File: src/rtl/video_mem_pkg.sv
// Shared types and widths for the video memory arbiter slice.
package video_mem_pkg;

  localparam int unsigned VM_ADDR_W = 16;
  localparam int unsigned VM_DATA_W = 3;

  // ST_CLEAR is only reachable when VIDEO_CLEAR_ENGINE_EN is defined.
  typedef enum logic [0:0] {
    ST_IDLE,
    ST_CLEAR
  } vm_state_e;

  // One pixel: {R,G,B}.
  typedef logic [VM_DATA_W-1:0] pixel_t;

endpackage

File: src/rtl/video_memory_arbiter_if.sv
// Bus bundle around the video memory arbiter: VGA read port, CPU write port, RAM port.
// VIDEO_CLEAR_ENGINE_EN adds the clear-engine signals.
interface video_mem_if
  import video_mem_pkg::*;
#(
  parameter int unsigned ADDR_W      = VM_ADDR_W,
  parameter int unsigned DATA_W      = VM_DATA_W,
  parameter int unsigned WFIFO_DEPTH = 4
);

  localparam int unsigned LEVEL_W = $clog2(WFIFO_DEPTH) + 1;

  logic              iVgaReadEn;
  logic [ADDR_W-1:0] iVgaReadAddress;
  logic [DATA_W-1:0] oVgaReadData;
  logic              oVgaReadValid;

  logic               iCpuWriteValid;
  logic               oCpuWriteReady;
  logic [ADDR_W-1:0]  iCpuWriteAddress;
  logic [DATA_W-1:0]  iCpuWriteData;
  logic [LEVEL_W-1:0] oWriteFifoLevel;

  logic [ADDR_W-1:0] oRamAddress;
  logic              oRamWriteEnable;
  logic [DATA_W-1:0] oRamWriteData;
  logic [DATA_W-1:0] iRamReadData;

`ifdef VIDEO_CLEAR_ENGINE_EN
  logic              iClearStart;
  logic [DATA_W-1:0] iClearColor;
  logic              oClearBusy;
`endif

  // Arbiter side.
  modport slave (
    input  iVgaReadEn, iVgaReadAddress, iCpuWriteValid, iCpuWriteAddress, iCpuWriteData,
    input  iRamReadData,
`ifdef VIDEO_CLEAR_ENGINE_EN
    input  iClearStart, iClearColor,
    output oClearBusy,
`endif
    output oVgaReadData, oVgaReadValid, oCpuWriteReady, oWriteFifoLevel,
    output oRamAddress, oRamWriteEnable, oRamWriteData
  );

  // Requester / RAM side.
  modport master (
    output iVgaReadEn, iVgaReadAddress, iCpuWriteValid, iCpuWriteAddress, iCpuWriteData,
    output iRamReadData,
`ifdef VIDEO_CLEAR_ENGINE_EN
    output iClearStart, iClearColor,
    input  oClearBusy,
`endif
    input  oVgaReadData, oVgaReadValid, oCpuWriteReady, oWriteFifoLevel,
    input  oRamAddress, oRamWriteEnable, oRamWriteData
  );

endinterface

File: src/rtl/video_write_fifo.sv
// Synchronous circular FIFO used to post CPU writes. Depth must be a power of 2.
module video_write_fifo #(
  parameter int unsigned Width = 19,
  parameter int unsigned Depth = 4
) (
  input  logic                   Clock,
  input  logic                   Reset,
  input  logic                   push,
  input  logic [Width-1:0]       push_data,
  input  logic                   pop,
  output logic [Width-1:0]       pop_data,
  output logic [$clog2(Depth):0] count,
  output logic                   full,
  output logic                   empty
);

  localparam int unsigned PtrW   = $clog2(Depth);
  localparam int unsigned CountW = PtrW + 1;

  logic [Width-1:0]  mem_q [Depth];
  logic [PtrW-1:0]   wr_ptr_q, rd_ptr_q;
  logic [CountW-1:0] count_q, count_d;
  logic              do_push, do_pop;

  assign full     = (count_q == CountW'(Depth));
  assign empty    = (count_q == '0);
  assign do_push  = push && !full;
  assign do_pop   = pop && !empty;
  assign pop_data = mem_q[rd_ptr_q];
  assign count    = count_q;

  // Occupancy update; simultaneous push and pop cancel out.
  always_comb begin
    count_d = count_q;
    if (do_push && !do_pop) begin
      count_d = count_q + CountW'(1);
    end else if (do_pop && !do_push) begin
      count_d = count_q - CountW'(1);
    end
  end

  // Pointer and count registers; pointers wrap naturally at Depth.
  always_ff @(posedge Clock) begin
    if (Reset) begin
      wr_ptr_q <= '0;
      rd_ptr_q <= '0;
      count_q  <= '0;
    end else begin
      count_q <= count_d;
      if (do_push) wr_ptr_q <= wr_ptr_q + PtrW'(1);
      if (do_pop)  rd_ptr_q <= rd_ptr_q + PtrW'(1);
    end
  end

  // Storage needs no reset: entries are only read while counted as valid.
  always_ff @(posedge Clock) begin
    if (do_push) mem_q[wr_ptr_q] <= push_data;
  end

endmodule

File: src/rtl/video_memory_arbiter.sv
// Single-port video RAM arbiter: VGA reads always win, posted CPU writes drain into idle
// cycles. Optional full-screen clear engine under VIDEO_CLEAR_ENGINE_EN.
module video_memory_arbiter
  import video_mem_pkg::*;
#(
  parameter int unsigned ADDR_W      = VM_ADDR_W,
  parameter int unsigned DATA_W      = VM_DATA_W,
  parameter int unsigned WFIFO_DEPTH = 4
) (
  input logic         Clock,
  input logic         Reset,
  video_mem_if.slave  bus
);

  localparam int unsigned EntryW = ADDR_W + DATA_W;
  localparam int unsigned LevelW = $clog2(WFIFO_DEPTH) + 1;

  vm_state_e         state_q, state_d;
  logic              vga_valid_q;
  logic              fifo_push, fifo_pop, fifo_full, fifo_empty;
  logic [EntryW-1:0] push_entry, head_entry;
  logic [LevelW-1:0] fifo_count;

`ifdef VIDEO_CLEAR_ENGINE_EN
  logic [ADDR_W-1:0] clear_cnt_q, clear_cnt_d;
  logic [DATA_W-1:0] clear_color_q, clear_color_d;
  assign bus.oClearBusy = (state_q == ST_CLEAR);
`endif

  // Ready comes from the registered count only: no bypass when a pop frees a slot.
  assign push_entry          = {bus.iCpuWriteAddress, bus.iCpuWriteData};
  assign fifo_push           = bus.iCpuWriteValid && !fifo_full;
  assign bus.oCpuWriteReady  = !fifo_full;
  assign bus.oWriteFifoLevel = fifo_count;
  assign bus.oVgaReadValid   = vga_valid_q;
  assign bus.oVgaReadData    = bus.iRamReadData;

  video_write_fifo #(
    .Width (EntryW),
    .Depth (WFIFO_DEPTH)
  ) u_wfifo (
    .Clock     (Clock),
    .Reset     (Reset),
    .push      (fifo_push),
    .push_data (push_entry),
    .pop       (fifo_pop),
    .pop_data  (head_entry),
    .count     (fifo_count),
    .full      (fifo_full),
    .empty     (fifo_empty)
  );

  // RAM slot selection: VGA read, then clear engine, then FIFO head, else idle.
  always_comb begin
    bus.oRamAddress     = '0;
    bus.oRamWriteEnable = 1'b0;
    bus.oRamWriteData   = '0;
    fifo_pop            = 1'b0;
    if (bus.iVgaReadEn) begin
      bus.oRamAddress = bus.iVgaReadAddress;
    end
`ifdef VIDEO_CLEAR_ENGINE_EN
    else if (state_q == ST_CLEAR) begin
      bus.oRamAddress     = clear_cnt_q;
      bus.oRamWriteEnable = 1'b1;
      bus.oRamWriteData   = clear_color_q;
    end
`endif
    // Queued writes are being discarded by reset, so never let one escape that cycle.
    else if (!Reset && state_q == ST_IDLE && !fifo_empty) begin
      bus.oRamAddress     = head_entry[EntryW-1:DATA_W];
      bus.oRamWriteEnable = 1'b1;
      bus.oRamWriteData   = head_entry[DATA_W-1:0];
      fifo_pop            = 1'b1;
    end
  end

  // Next-state logic for the clear engine; without it the state stays ST_IDLE.
  always_comb begin
    state_d = state_q;
`ifdef VIDEO_CLEAR_ENGINE_EN
    clear_cnt_d   = clear_cnt_q;
    clear_color_d = clear_color_q;
    unique case (state_q)
      ST_IDLE: begin
        if (bus.iClearStart) begin
          clear_color_d = bus.iClearColor;
          clear_cnt_d   = '0;
          state_d       = ST_CLEAR;
        end
      end
      ST_CLEAR: begin
        // Only advance in cycles the VGA reader left free.
        if (!bus.iVgaReadEn) begin
          clear_cnt_d = clear_cnt_q + ADDR_W'(1);
          if (clear_cnt_q == '1) state_d = ST_IDLE;
        end
      end
      default: state_d = ST_IDLE;
    endcase
`else
    state_d = ST_IDLE;
`endif
  end

  // State, clear registers and the one-cycle VGA valid pipeline.
  always_ff @(posedge Clock) begin
    if (Reset) begin
      state_q     <= ST_IDLE;
      vga_valid_q <= 1'b0;
`ifdef VIDEO_CLEAR_ENGINE_EN
      clear_cnt_q   <= '0;
      clear_color_q <= '0;
`endif
    end else begin
      state_q     <= state_d;
      vga_valid_q <= bus.iVgaReadEn;
`ifdef VIDEO_CLEAR_ENGINE_EN
      clear_cnt_q   <= clear_cnt_d;
      clear_color_q <= clear_color_d;
`endif
    end
  end

endmodule

File: src/flat_wrapper.sv
// flat-port wrapper written by rule: the top's interface ports become plain ports
module video_memory_arbiter_flat import video_mem_pkg::*;
#(
  parameter int unsigned ADDR_W      = VM_ADDR_W,
  parameter int unsigned DATA_W      = VM_DATA_W,
  parameter int unsigned WFIFO_DEPTH = 4
)
  (Clock, Reset, bus_iVgaReadEn, bus_iVgaReadAddress, bus_iCpuWriteValid, bus_iCpuWriteAddress, bus_iCpuWriteData, bus_iRamReadData, bus_oVgaReadData, bus_oVgaReadValid, bus_oCpuWriteReady, bus_oWriteFifoLevel, bus_oRamAddress, bus_oRamWriteEnable, bus_oRamWriteData);
  video_mem_if #(.ADDR_W(ADDR_W), .DATA_W(DATA_W), .WFIFO_DEPTH(WFIFO_DEPTH)) bus_i ();
  input logic Clock;
  input logic Reset;
  input wire logic [$bits(bus_i.iVgaReadEn)-1:0] bus_iVgaReadEn;
  input wire logic [$bits(bus_i.iVgaReadAddress)-1:0] bus_iVgaReadAddress;
  input wire logic [$bits(bus_i.iCpuWriteValid)-1:0] bus_iCpuWriteValid;
  input wire logic [$bits(bus_i.iCpuWriteAddress)-1:0] bus_iCpuWriteAddress;
  input wire logic [$bits(bus_i.iCpuWriteData)-1:0] bus_iCpuWriteData;
  input wire logic [$bits(bus_i.iRamReadData)-1:0] bus_iRamReadData;
  output wire logic [$bits(bus_i.oVgaReadData)-1:0] bus_oVgaReadData;
  output wire logic [$bits(bus_i.oVgaReadValid)-1:0] bus_oVgaReadValid;
  output wire logic [$bits(bus_i.oCpuWriteReady)-1:0] bus_oCpuWriteReady;
  output wire logic [$bits(bus_i.oWriteFifoLevel)-1:0] bus_oWriteFifoLevel;
  output wire logic [$bits(bus_i.oRamAddress)-1:0] bus_oRamAddress;
  output wire logic [$bits(bus_i.oRamWriteEnable)-1:0] bus_oRamWriteEnable;
  output wire logic [$bits(bus_i.oRamWriteData)-1:0] bus_oRamWriteData;
  assign bus_i.iVgaReadEn = bus_iVgaReadEn;
  assign bus_i.iVgaReadAddress = bus_iVgaReadAddress;
  assign bus_i.iCpuWriteValid = bus_iCpuWriteValid;
  assign bus_i.iCpuWriteAddress = bus_iCpuWriteAddress;
  assign bus_i.iCpuWriteData = bus_iCpuWriteData;
  assign bus_i.iRamReadData = bus_iRamReadData;
  assign bus_oVgaReadData = bus_i.oVgaReadData;
  assign bus_oVgaReadValid = bus_i.oVgaReadValid;
  assign bus_oCpuWriteReady = bus_i.oCpuWriteReady;
  assign bus_oWriteFifoLevel = bus_i.oWriteFifoLevel;
  assign bus_oRamAddress = bus_i.oRamAddress;
  assign bus_oRamWriteEnable = bus_i.oRamWriteEnable;
  assign bus_oRamWriteData = bus_i.oRamWriteData;
  video_memory_arbiter #(.ADDR_W(ADDR_W), .DATA_W(DATA_W), .WFIFO_DEPTH(WFIFO_DEPTH)) u_core (.Clock(Clock), .Reset(Reset), .bus(bus_i));
endmodule
File: config.mk
export PLATFORM = sky130hd
export DESIGN_NAME = video_memory_arbiter_flat
export DESIGN_NICKNAME = d
export VERILOG_FILES = /design/src/rtl/video_mem_pkg.sv /design/src/rtl/video_memory_arbiter_if.sv /design/src/rtl/video_write_fifo.sv /design/src/rtl/video_memory_arbiter.sv /design/src/flat_wrapper.sv
export SDC_FILE = /design/constraint.sdc
export NUM_CORES = 1
export LEC_CHECK = 0
export CORE_MARGIN = 2
export CORE_UTILIZATION = 51
export DETAILED_ROUTE_END_ITERATION = 12
export HOLD_SLACK_MARGIN = 0.06
export PLACE_DENSITY_LB_ADDON = 0.3
export SETUP_SLACK_MARGIN = 0.1
export SYNTH_ARGS = -nofsm -noshare
export SYNTH_HDL_FRONTEND = slang
export SYNTH_SLANG_ARGS = --single-unit
export TNS_END_PERCENT = 10
File: constraint.sdc
create_clock -name Clock -period 2.5 [get_ports Clock]
set_input_delay 0.5 -clock Clock [delete_from_list [all_inputs] [get_ports Clock]]
set_output_delay 0.5 -clock Clock [all_outputs]
set_load 0.01 [all_outputs]
==> flow_summary_export.csv <==
group,metric,value,unit
run_status,status,"finished, final reports clean",
synthesis,synth.ff_latch_count,86,
timing,worst_pin_slew,0.4069,ns
drt,vias,1908,
die,die_h,86.62,µm
critical_path,worstSetupPathType,"reg2out",
cts,clkLatencyLatePin,0.34,ns
timing,finalCritPeriodShare,95.57,%
layout,layout_common_cells,"76 x edfxtp_1, 43 x clkdlybuf4s50_1, 18 x dlygate4sd2_1",
cts,clock-sinks,86,
cts,root_buffer,"clkbuf_8",
power_and_ir_drop,intPower,3.046,mW
die,rows,30,
synthesis,synth_nets,224,
power_and_ir_drop,power_frac_clock,27.9,%
critical_path,critPathRequiredTime,2.00,ns
layout,fillers,476,
drt,vias_per_cell,5.530,
synthesis,ys_seq_area_share,71.32,%
drt,antenna_left,0,
synthesis,synth_cell_types,28,
layout,nNetsFinal,308,
critical_path,worst_path_max_delay_cell,"mux4_1",
timing,grt_setup_unrepaired,"yes",
worst_hold_path,hold_path_class,"reg2reg",
synthesis,synth_warnings,0,
power_and_ir_drop,sw_frac_of_total,24.78,%
critical_path,cp-start-kind,"flip-flop",
timing,slew_viol_final,0,
timing,skew,0.006124,ns
power_and_ir_drop,total_power,4.050,mW
timing,max_freq,418.5,MHz
grt,grt_overflow_total,0,
die,chipWidth,86.62,µm
die,initial_utilization,52.10,%
timing,hold_viol,0,
critical_path,cp-end-kind,"output port",
die,core-area,0.006681,mm²
grt,grt_pass1_vias,1912,
critical_path,cp.arrival,1.89,ns
layout,drive_gt1_share,22.64,%
drt,dr.pass1.iters,4,
critical_path,reg2reg_slack,0.23,ns
power_and_ir_drop,p_switching,1.004,mW
layout,final_common_cell,"edfxtp_1",
power_and_ir_drop,share_comb_of_total_power,26.4,%
cts,cts_buffers,9,
cts,path_clk_slew,0.07,ns
grt,grt_use_total,18.43,%
layout,fin_util,68.07,%
power_and_ir_drop,p_per_area,890.4,mW/mm²
cts,hold_buffers,0,
cts,postCtsSetupBuffers,0,
power_and_ir_drop,p_seq_share,45.7,%
cts,cts_buffer_depth,2,
critical_path,reg2reg_depth,10,
critical_path,path_cells,"buf_12, mux4_1, a22o_1, clkdlybuf4s15_2",
grt,grt_max_degree,20,
drt,drc,0,
layout,area_growth_syn_to_layout,30.66,%
timing,slew_headroom,72.52,%
place,numPortBuffers,63,
critical_path,max_stage_delay,0.55,ns
power_and_ir_drop,peakVddDrop,0.0005928,V
grt,antenna_found_initial,0,
synthesis,synthCells,176,
layout,n_antenna_cell,0,
drt,wl,6396,µm
die,ios,70,
cts,cts_tree,"yes",
drt,wl_per_cell,18.54,µm
grt,grt_pass1_wl,10080,µm
flow_run,max-cap-violations,0,
drt,drt_iter0_markers,123,
critical_path,cp_max_fo,10,
synthesis,postSynthAreaPerCell,19.78,µm²
place,hpwl,4443,µm
die,die-area,0.007502,mm²
place,gp_congestion,0.6968,
worst_hold_path,hold_depth,1,
cts,h-tree-depth,3,
timing,min_period,2.389,ns
synthesis,synth.cell_area,0.003481,mm²
timing,setup_viol,0,
power_and_ir_drop,leakagePower,1.641,nW
[logic make-up after synthesis]
kind of cell,synth area share [%]
DFF,71.32
adders and majority gates,2.372
buffers and inverters,2.983
and+or+nand+nor,2.948
xor gates and xnor gates,0.5033
AOI/OAI and AO/OA,5.140
muxes,14.74
[Yosys cell counts]
cell,n,area (µm²)
nor2b_1,1,6.260
nand2_1,3,11.26
clkbuf_1,3,11.26
buf_6,1,11.26
mux2_2,1,11.26
xor2_1,2,17.52
nor2_1,5,18.77
dfxtp_1,10,200.2
fa_1,1,20.02
and2_1,7,43.79
o311ai_0,1,8.760
inv_1,5,18.77
mux4_2,10,225.2
mux4_1,9,236.5
a22o_1,16,140.1
a21boi_2,1,11.26
buf_12,1,20.02
a21oi_1,1,5.000
o21ai_0,1,5.000
nor3_1,2,10.01
or3_1,1,6.260
ha_1,5,62.56
buf_2,4,20.02
nand2b_1,1,6.260
buf_4,3,22.52
mux2i_1,4,40.04
edfxtp_1,76,2282
o41ai_1,1,8.760
[layer usage]
metal | vias up | global-route usage, % | part of all wire [%]
li1 | 871 | - | -
met1 | 977 | 23.68 | 41
met2 | 54 | 31.40 | 53
met3 | 6 | 4.857 | 5.1
met4 | 0 | 4.830 | 0.95
met5 | - | 0 | 0
[final timing paths]
kind                              start                 endpoint
max                           flip-flop       bus_oRamAddress[2]
min          u_core.u_wfifo.rd_ptr_q[0]                flip-flop
max reg2reg     u_core.u_wfifo.count[2]  u_core.u_wfifo.count[2]
min reg2reg  u_core.u_wfifo.rd_ptr_q[0]                flip-flop
[registers in the layout, summed over array words and instances, names as in the netlist, named ones only]
| name | flops |
|---|---|
| u_core.bus.oVgaReadValid | 1 |
| u_core.u_wfifo.count | 3 |
| u_core.u_wfifo.mem_q | 76 |
| u_core.u_wfifo.rd_ptr_q | 2 |
| u_core.u_wfifo.wr_ptr_q | 2 |
[power groups by stage]
stage	Clock (mW)	Combinational [mW]	Sequential, mW
after detailed placement	0	1.08	1.87
after global placement	0	1.06	1.86
after global routing	1.22	1.17	1.87
after floorplan	0	0.641	1.85
final	1.13	1.07	1.85
after CTS	1.16	1.09	1.85
[worst max-delay path, delay by kind of cell, from the launching register on]
family,cells,cell delay (ns)
muxes,1,0.55
AOI/OAI and AO/OA,1,0.23
DFF,1,0.38
buffers and inverters,2,0.39
[through the flow]
step	worst slack [ns]	hold WS [ns]	cells	TNS (ns)	instance area [µm²]
6_report	0.1107	0.4624	345	0	4548
2_1_floorplan	0.2963	0.4314	176	0	3481
5_1_grt	0.03155	0.5011	345	0	4548
3_3_place_gp	-0.05949	0.4388	329	-1.035	4322
3_5_place_dp	-0.1325	0.4629	329	-1.739	4322
4_1_cts	0.08695	0.4619	345	0	4548
[area by class of cell]
cell class / instances / area (µm²) / share of cell area [%]
Timing Repair Buffer: 85 / 819.5 / 18.02
Clock inverter: 5 / 106.4 / 2.338
Multi-Input combinational cell: 73 / 884.6 / 19.45
Inverter: 5 / 18.77 / 0.4127
Tap cell: 80 / 100.1 / 2.201
Clock buffer: 11 / 131.4 / 2.889
Sequential cell: 86 / 2487 / 54.69
[repair_timing]
item / 4_1_cts / 5_1_grt
setup endpoints to repair: 20 / 16
gates resized for setup: 40 / 0
pin swaps: 1 / 0
cloned: 0 / 0
No activity file was read; power rests on OpenSTA's default activity.
